--- src/rtl/cdb_arbiter_pkg.sv ---
// Shared definitions for the common-data-bus arbiter: default sizes and the
// payload that is broadcast on the CDB.
package cdb_arbiter_pkg;

   localparam int CDB_N_REQ = 4;   // default number of functional-unit requesters
   localparam int CDB_TAG_W = 5;   // ROB tag width

   // One CDB broadcast. Tags wider than CDB_TAG_W are not supported.
   typedef struct packed {
      logic [CDB_TAG_W-1:0] tag;
      logic [31:0]          data;
      logic                 branch;
      logic                 branch_taken;
   } cdb_payload_t;

endpackage

--- src/rtl/cdb_arbiter_rr_pick.sv ---
// rr_pick: combinational one-hot select. The request vector is rotated right
// by the pointer so the pointer position becomes bit 0, the lowest set bit is
// chosen, and the one-hot result is rotated back left by the same amount.
// A pointer of zero degenerates to fixed lowest-index-first priority.
module rr_pick #(
   parameter int N  = 4,
   parameter int PW = 2
) (
   input  logic [N-1:0]  req,
   input  logic [PW-1:0] ptr,
   output logic [N-1:0]  grant
);

   logic [2*N-1:0] req_dbl;
   logic [2*N-1:0] gnt_dbl;
   logic [N-1:0]   req_rot;
   logic [N-1:0]   gnt_rot;

   // Rotate requests so the search always starts at bit 0.
   always_comb begin
      req_dbl = {req, req} >> ptr;
      req_rot = req_dbl[N-1:0];
   end

   // Lowest-set-bit select on the rotated vector, then undo the rotation.
   always_comb begin
      gnt_rot = '0;
      for (int j = N - 1; j >= 0; j--) begin
         if (req_rot[j]) gnt_rot = N'(1) << j;
      end
      gnt_dbl = {gnt_rot, gnt_rot} << ptr;
      grant   = gnt_dbl[2*N-1:N];
   end

endmodule

--- src/rtl/cdb_arbiter.sv ---
// cdb_arbiter: grants the common data bus to one functional unit per cycle
// and registers the winning payload onto the Cdb_* outputs (latency 1).
// Build option: define CDB_ARB_RR_EN for round-robin arbitration with a
// priority pointer; otherwise lowest index wins and no pointer is kept.
module cdb_arbiter
   import cdb_arbiter_pkg::*;
#(
   parameter int N_REQ = CDB_N_REQ,
   parameter int TAG_W = CDB_TAG_W
) (
   input  logic                   clock,
   input  logic                   reset,
   input  logic [N_REQ-1:0]       Fu_req,
   input  logic [N_REQ*TAG_W-1:0] Fu_tag,
   input  logic [N_REQ*32-1:0]    Fu_data,
   input  logic [N_REQ-1:0]       Fu_branch,
   input  logic [N_REQ-1:0]       Fu_branch_taken,
   input  logic                   flush,
   output logic [N_REQ-1:0]       Fu_grant,
   output logic                   Cdb_valid,
   output logic [TAG_W-1:0]       Cdb_rd_tag,
   output logic [31:0]            Cdb_data,
   output logic                   Cdb_branch,
   output logic                   Cdb_branch_taken
);

   localparam int PW = (N_REQ > 1) ? $clog2(N_REQ) : 1;

   logic [PW-1:0]    ptr;
   logic [N_REQ-1:0] pick;
   logic             any_grant;
   cdb_payload_t     sel;
   cdb_payload_t     cdb_q;

   rr_pick #(.N(N_REQ), .PW(PW)) u_pick (
      .req   (Fu_req),
      .ptr   (ptr),
      .grant (pick)
   );

   // No grant is issued while the pipeline is flushing or held in reset.
   always_comb begin
      Fu_grant  = (reset || flush) ? '0 : pick;
      any_grant = |Fu_grant;
   end

   // Select the granted requester's payload; a taken flag only counts on a branch.
   always_comb begin
      sel = '0;
      for (int i = 0; i < N_REQ; i++) begin
         if (Fu_grant[i]) begin
            sel.tag          = CDB_TAG_W'(Fu_tag[i*TAG_W +: TAG_W]);
            sel.data         = Fu_data[i*32 +: 32];
            sel.branch       = Fu_branch[i];
            sel.branch_taken = Fu_branch[i] & Fu_branch_taken[i];
         end
      end
   end

`ifdef CDB_ARB_RR_EN
   logic [PW-1:0] gnt_idx;
   logic [PW-1:0] next_ptr;

   // Encode the winner and point just past it, wrapping at N_REQ-1.
   always_comb begin
      gnt_idx = '0;
      for (int i = 0; i < N_REQ; i++) begin
         if (Fu_grant[i]) gnt_idx = PW'(i);
      end
      next_ptr = (gnt_idx == PW'(N_REQ - 1)) ? '0 : gnt_idx + 1'b1;
   end

   // Priority pointer: cleared by flush, advanced only on a grant.
   always_ff @(posedge clock or posedge reset) begin
      if (reset)          ptr <= '0;
      else if (flush)     ptr <= '0;
      else if (any_grant) ptr <= next_ptr;
   end
`else
   assign ptr = '0;
`endif

   // Broadcast register: valid follows the grant, payload holds when idle.
   always_ff @(posedge clock or posedge reset) begin
      if (reset) begin
         Cdb_valid <= 1'b0;
         cdb_q     <= '0;
      end else begin
         Cdb_valid <= any_grant;
         if (any_grant) cdb_q <= sel;
      end
   end

   assign Cdb_rd_tag       = TAG_W'(cdb_q.tag);
   assign Cdb_data         = cdb_q.data;
   assign Cdb_branch       = cdb_q.branch;
   // A stale taken flag must not be seen on an idle bus.
   assign Cdb_branch_taken = cdb_q.branch_taken & cdb_q.branch & Cdb_valid;

endmodule

--- config.mk ---
export PLATFORM = sky130hd
export DESIGN_NAME = cdb_arbiter
export DESIGN_NICKNAME = d
export VERILOG_FILES = /design/src/rtl/cdb_arbiter_pkg.sv /design/src/rtl/cdb_arbiter_rr_pick.sv /design/src/rtl/cdb_arbiter.sv
export SDC_FILE = /design/constraint.sdc
export NUM_CORES = 1
export LEC_CHECK = 0
export CAP_MARGIN = 20
export CORE_MARGIN = 2
export CORE_UTILIZATION = 30
export DETAILED_ROUTE_END_ITERATION = 12
export MAX_ROUTING_LAYER = met4
export PLACE_DENSITY_LB_ADDON = 0.15
export SYNTH_ARGS = -nofsm -noshare
export SYNTH_HDL_FRONTEND = slang
export SYNTH_SLANG_ARGS = --single-unit
--- constraint.sdc ---
create_clock -name clock -period 1.8 [get_ports clock]
set_input_delay 0.45 -clock clock [delete_from_list [all_inputs] [get_ports clock]]
set_output_delay 0.45 -clock clock [all_outputs]
set_load 0.01 [all_outputs]
==> flow_summary.toml <==
[floorplanning]
start_util_pct = 31.2
die_x_um = 96.9
die_h_um = 96.9
design.die.area_mm2 = 0.00938
rows = 33
core_mm2 = 0.00830
ios = 207

[cells_and_area]
regArea_mm2 = 0.00100
diodes = 0
drive_gt1_share_pct = 8.18
fin_util_pct = 56.1
fillers = 759
stdcell_count = 582
syn_to_final_growth_pct = 80.1
multi_input_area_mm2 = 0.00122
final_nets = 640

[sta]
finalWorstSetupSlack_ns = -0.0756
fin_skew_ns = 0
timing.final.crit_share_pct = 104
hold_violations = 0
fin_crit_ns = 1.88
rsz0062_at_grt = "yes"
tightest_slew_ns = 0.442
timing.fmax_mhz = 533
slew_headroom_pct = 70.6
drv_slew = 0
hold_slack_ns = 0.372
setup_viol = 1

[critical_path]
rrSetupSlack_ns = 1.12
start_kind = "input port"
crit_arrival_ns = 1.43
end_kind = "output pin"
ff2ff_path_depth = 2
rr_endpoint = "cdb_q[0]"
crit_required_ns = 1.35
crit_fanout = 2
crit_path_start = "Fu_req[1]"
reg2reg_from = "cdb_q[0]"
worstSetupPathType = "input port to output pin"

[routing]
ant_nets = 0
drt_iter0_markers = 77
routedWlPerCell_um = 15.8
vias = 2864
route.detailed.drc = 0
first_pass_iters = 5
vias_per_cell = 4.92
wl_um = 9170

[yosys]
seq_area_frac_synth_pct = 38.7
syn_area_mm2 = 0.00259
synth_common_cells = "42 x nor2_1, 40 x dfrtp_1, 38 x buf_4"
ys_types = 21
synth.largest_area_cell = "dfrtp_1"
synth-seq-cells = 40
synth_top_area_share_pct = 38.7
avgSynthCellArea_um2 = 8.37
synth_cells = 309
syn_nets = 472
synth_area_leaders = "dfrtp_1 39%, a22o_1 13%, buf_4 11%"
synth_edf_count = 0
synth_flop_cell = "dfrtp_1"
async_reset_ff_share_pct = 100
yosysMostFrequentCell = "nor2_1"
yosys_warnings = 0

[status]
violations = "setup timing"
status = "finished with violations"

[clocking]
clock_path_buffers = 2
hold_buffers = 0
cts.sinks = 40
cts_buffers = 5
post_cts_buffers = 0
clkLatencyLatePin_ns = 0.28
clkTransAtPathRegs_ns = 0.08
cts-root-buf = "clkbuf_8"
cts_max_level = 2
cts_tree = "done"

[global_route]
use_met3_pct = 5.64
grt_busiest_layer = "met2"
track_usage_pct = 20.0
overflow = 0
grt_antenna_before_repair = 0
use_met2_pct = 34.4
first_global_vias = 3052
grt_pass1_wl_um = 14800
grt_max_degree = 41
gr-usage-met1_pct = 23.1

[job]
cap_viol_max_count = 0

[worst_hold_path]
hp-class = "input port to async pin"

[placement]
gp_congestion = 0.814
dp_hpwl_um = 6780
io_buffer_count = 206
place_ws_ns = -0.929
dp.cells = 575

[power_and_ir_drop]
power_density_mw_per_mm2 = 610
p_leak_nw = 1.94
p_total_w = 0.00284
peakVddDrop_mv = 0.269
cell families after synthesis:
kind of cell / Yosys count / synth area share, %
compound gates: 117 / 32.1
buf+inv: 64 / 14.9
flops: 40 / 38.7
simple gates: 88 / 14.2
registers in the layout, summed over array words and instances (netlist names):
name	count
Cdb_rd_tag	5
cdb_q	1
Cdb_valid	1
Cdb_data	32
Cdb_branch	1
cell usage in the layout (no fill, tap or decap), types with 3 or more instances in the layout:
cell             Yosys  layout
nor2_1              42      42
clkbuf_8             0       8
o21ai_1             37      37
dfrtp_1             40      40
a211oi_1            37      37
nand2_1             37      37
a22o_1              37      37
and3_1               3       3
buf_6                0       4
clkdlybuf4s50_1      0     195
buf_2                3       3
buf_4               38      13
critical path, stage by stage:
cell and delay, ns:
buf_6 0.09, or4b_4 0.56, nor3_4 0.18, buf_6 0.14
worst max-delay path by stage:
stage / depth (start not counted) / end / slack, ns
after floorplan: 3 / Fu_grant[3] / -0.01
after global placement: 4 / Fu_grant[3] / -0.92
after detailed placement: 4 / Fu_grant[3] / -0.93
after CTS: 4 / Fu_grant[3] / -0.14
after global routing: 4 / Fu_grant[3] / -0.12
final: 4 / Fu_grant[3] / -0.08
per-stage QoR:
step                setup TNS (ns)  area (µm²)
CTS                          -1.54        4650
floorplan                  -0.0100        2590
finish                     -0.0756        4660
detailed placement          -28.87        4560
global placement            -27.97        4560
global route                -0.139        4660
repair_timing:
item | CTS | global route
gates resized for setup | 38 | 9
pin swaps | 2 | 2
setup endpoints to repair | 44 | 42
metal layers:
metal  vias to the layer above  part of all wire, %
met4                         0                  1.7
met1                      1304                   42
met2                       135                   48
li1                       1411                    -
met3                        14                  7.6
met5                         -                    0
final cells by class:
class | count | share of cell area, %
Multi-Input combinational cell | 205 | 26.2
Sequential cell | 40 | 21.5
Timing Repair Buffer | 223 | 47.2
Tap cell | 105 | 2.82
Inverter | 2 | 0.161
Clock buffer | 7 | 2.07
power by group:
| group | internal, W | switching (W) | total, W | leakage, nW |
|---|---|---|---|---|
| clock network | 0.000342 | 0.000314 | 0.000656 | 0.0503 |
| logic | 0.000689 | 0.000371 | 0.00106 | 1.39 |
| registers | 0.00105 | 0.0000783 | 0.00113 | 0.496 |
| total | 0.00208 | 0.000763 | 0.00284 | 1.94 |
(Power assumes the default switching activity.)
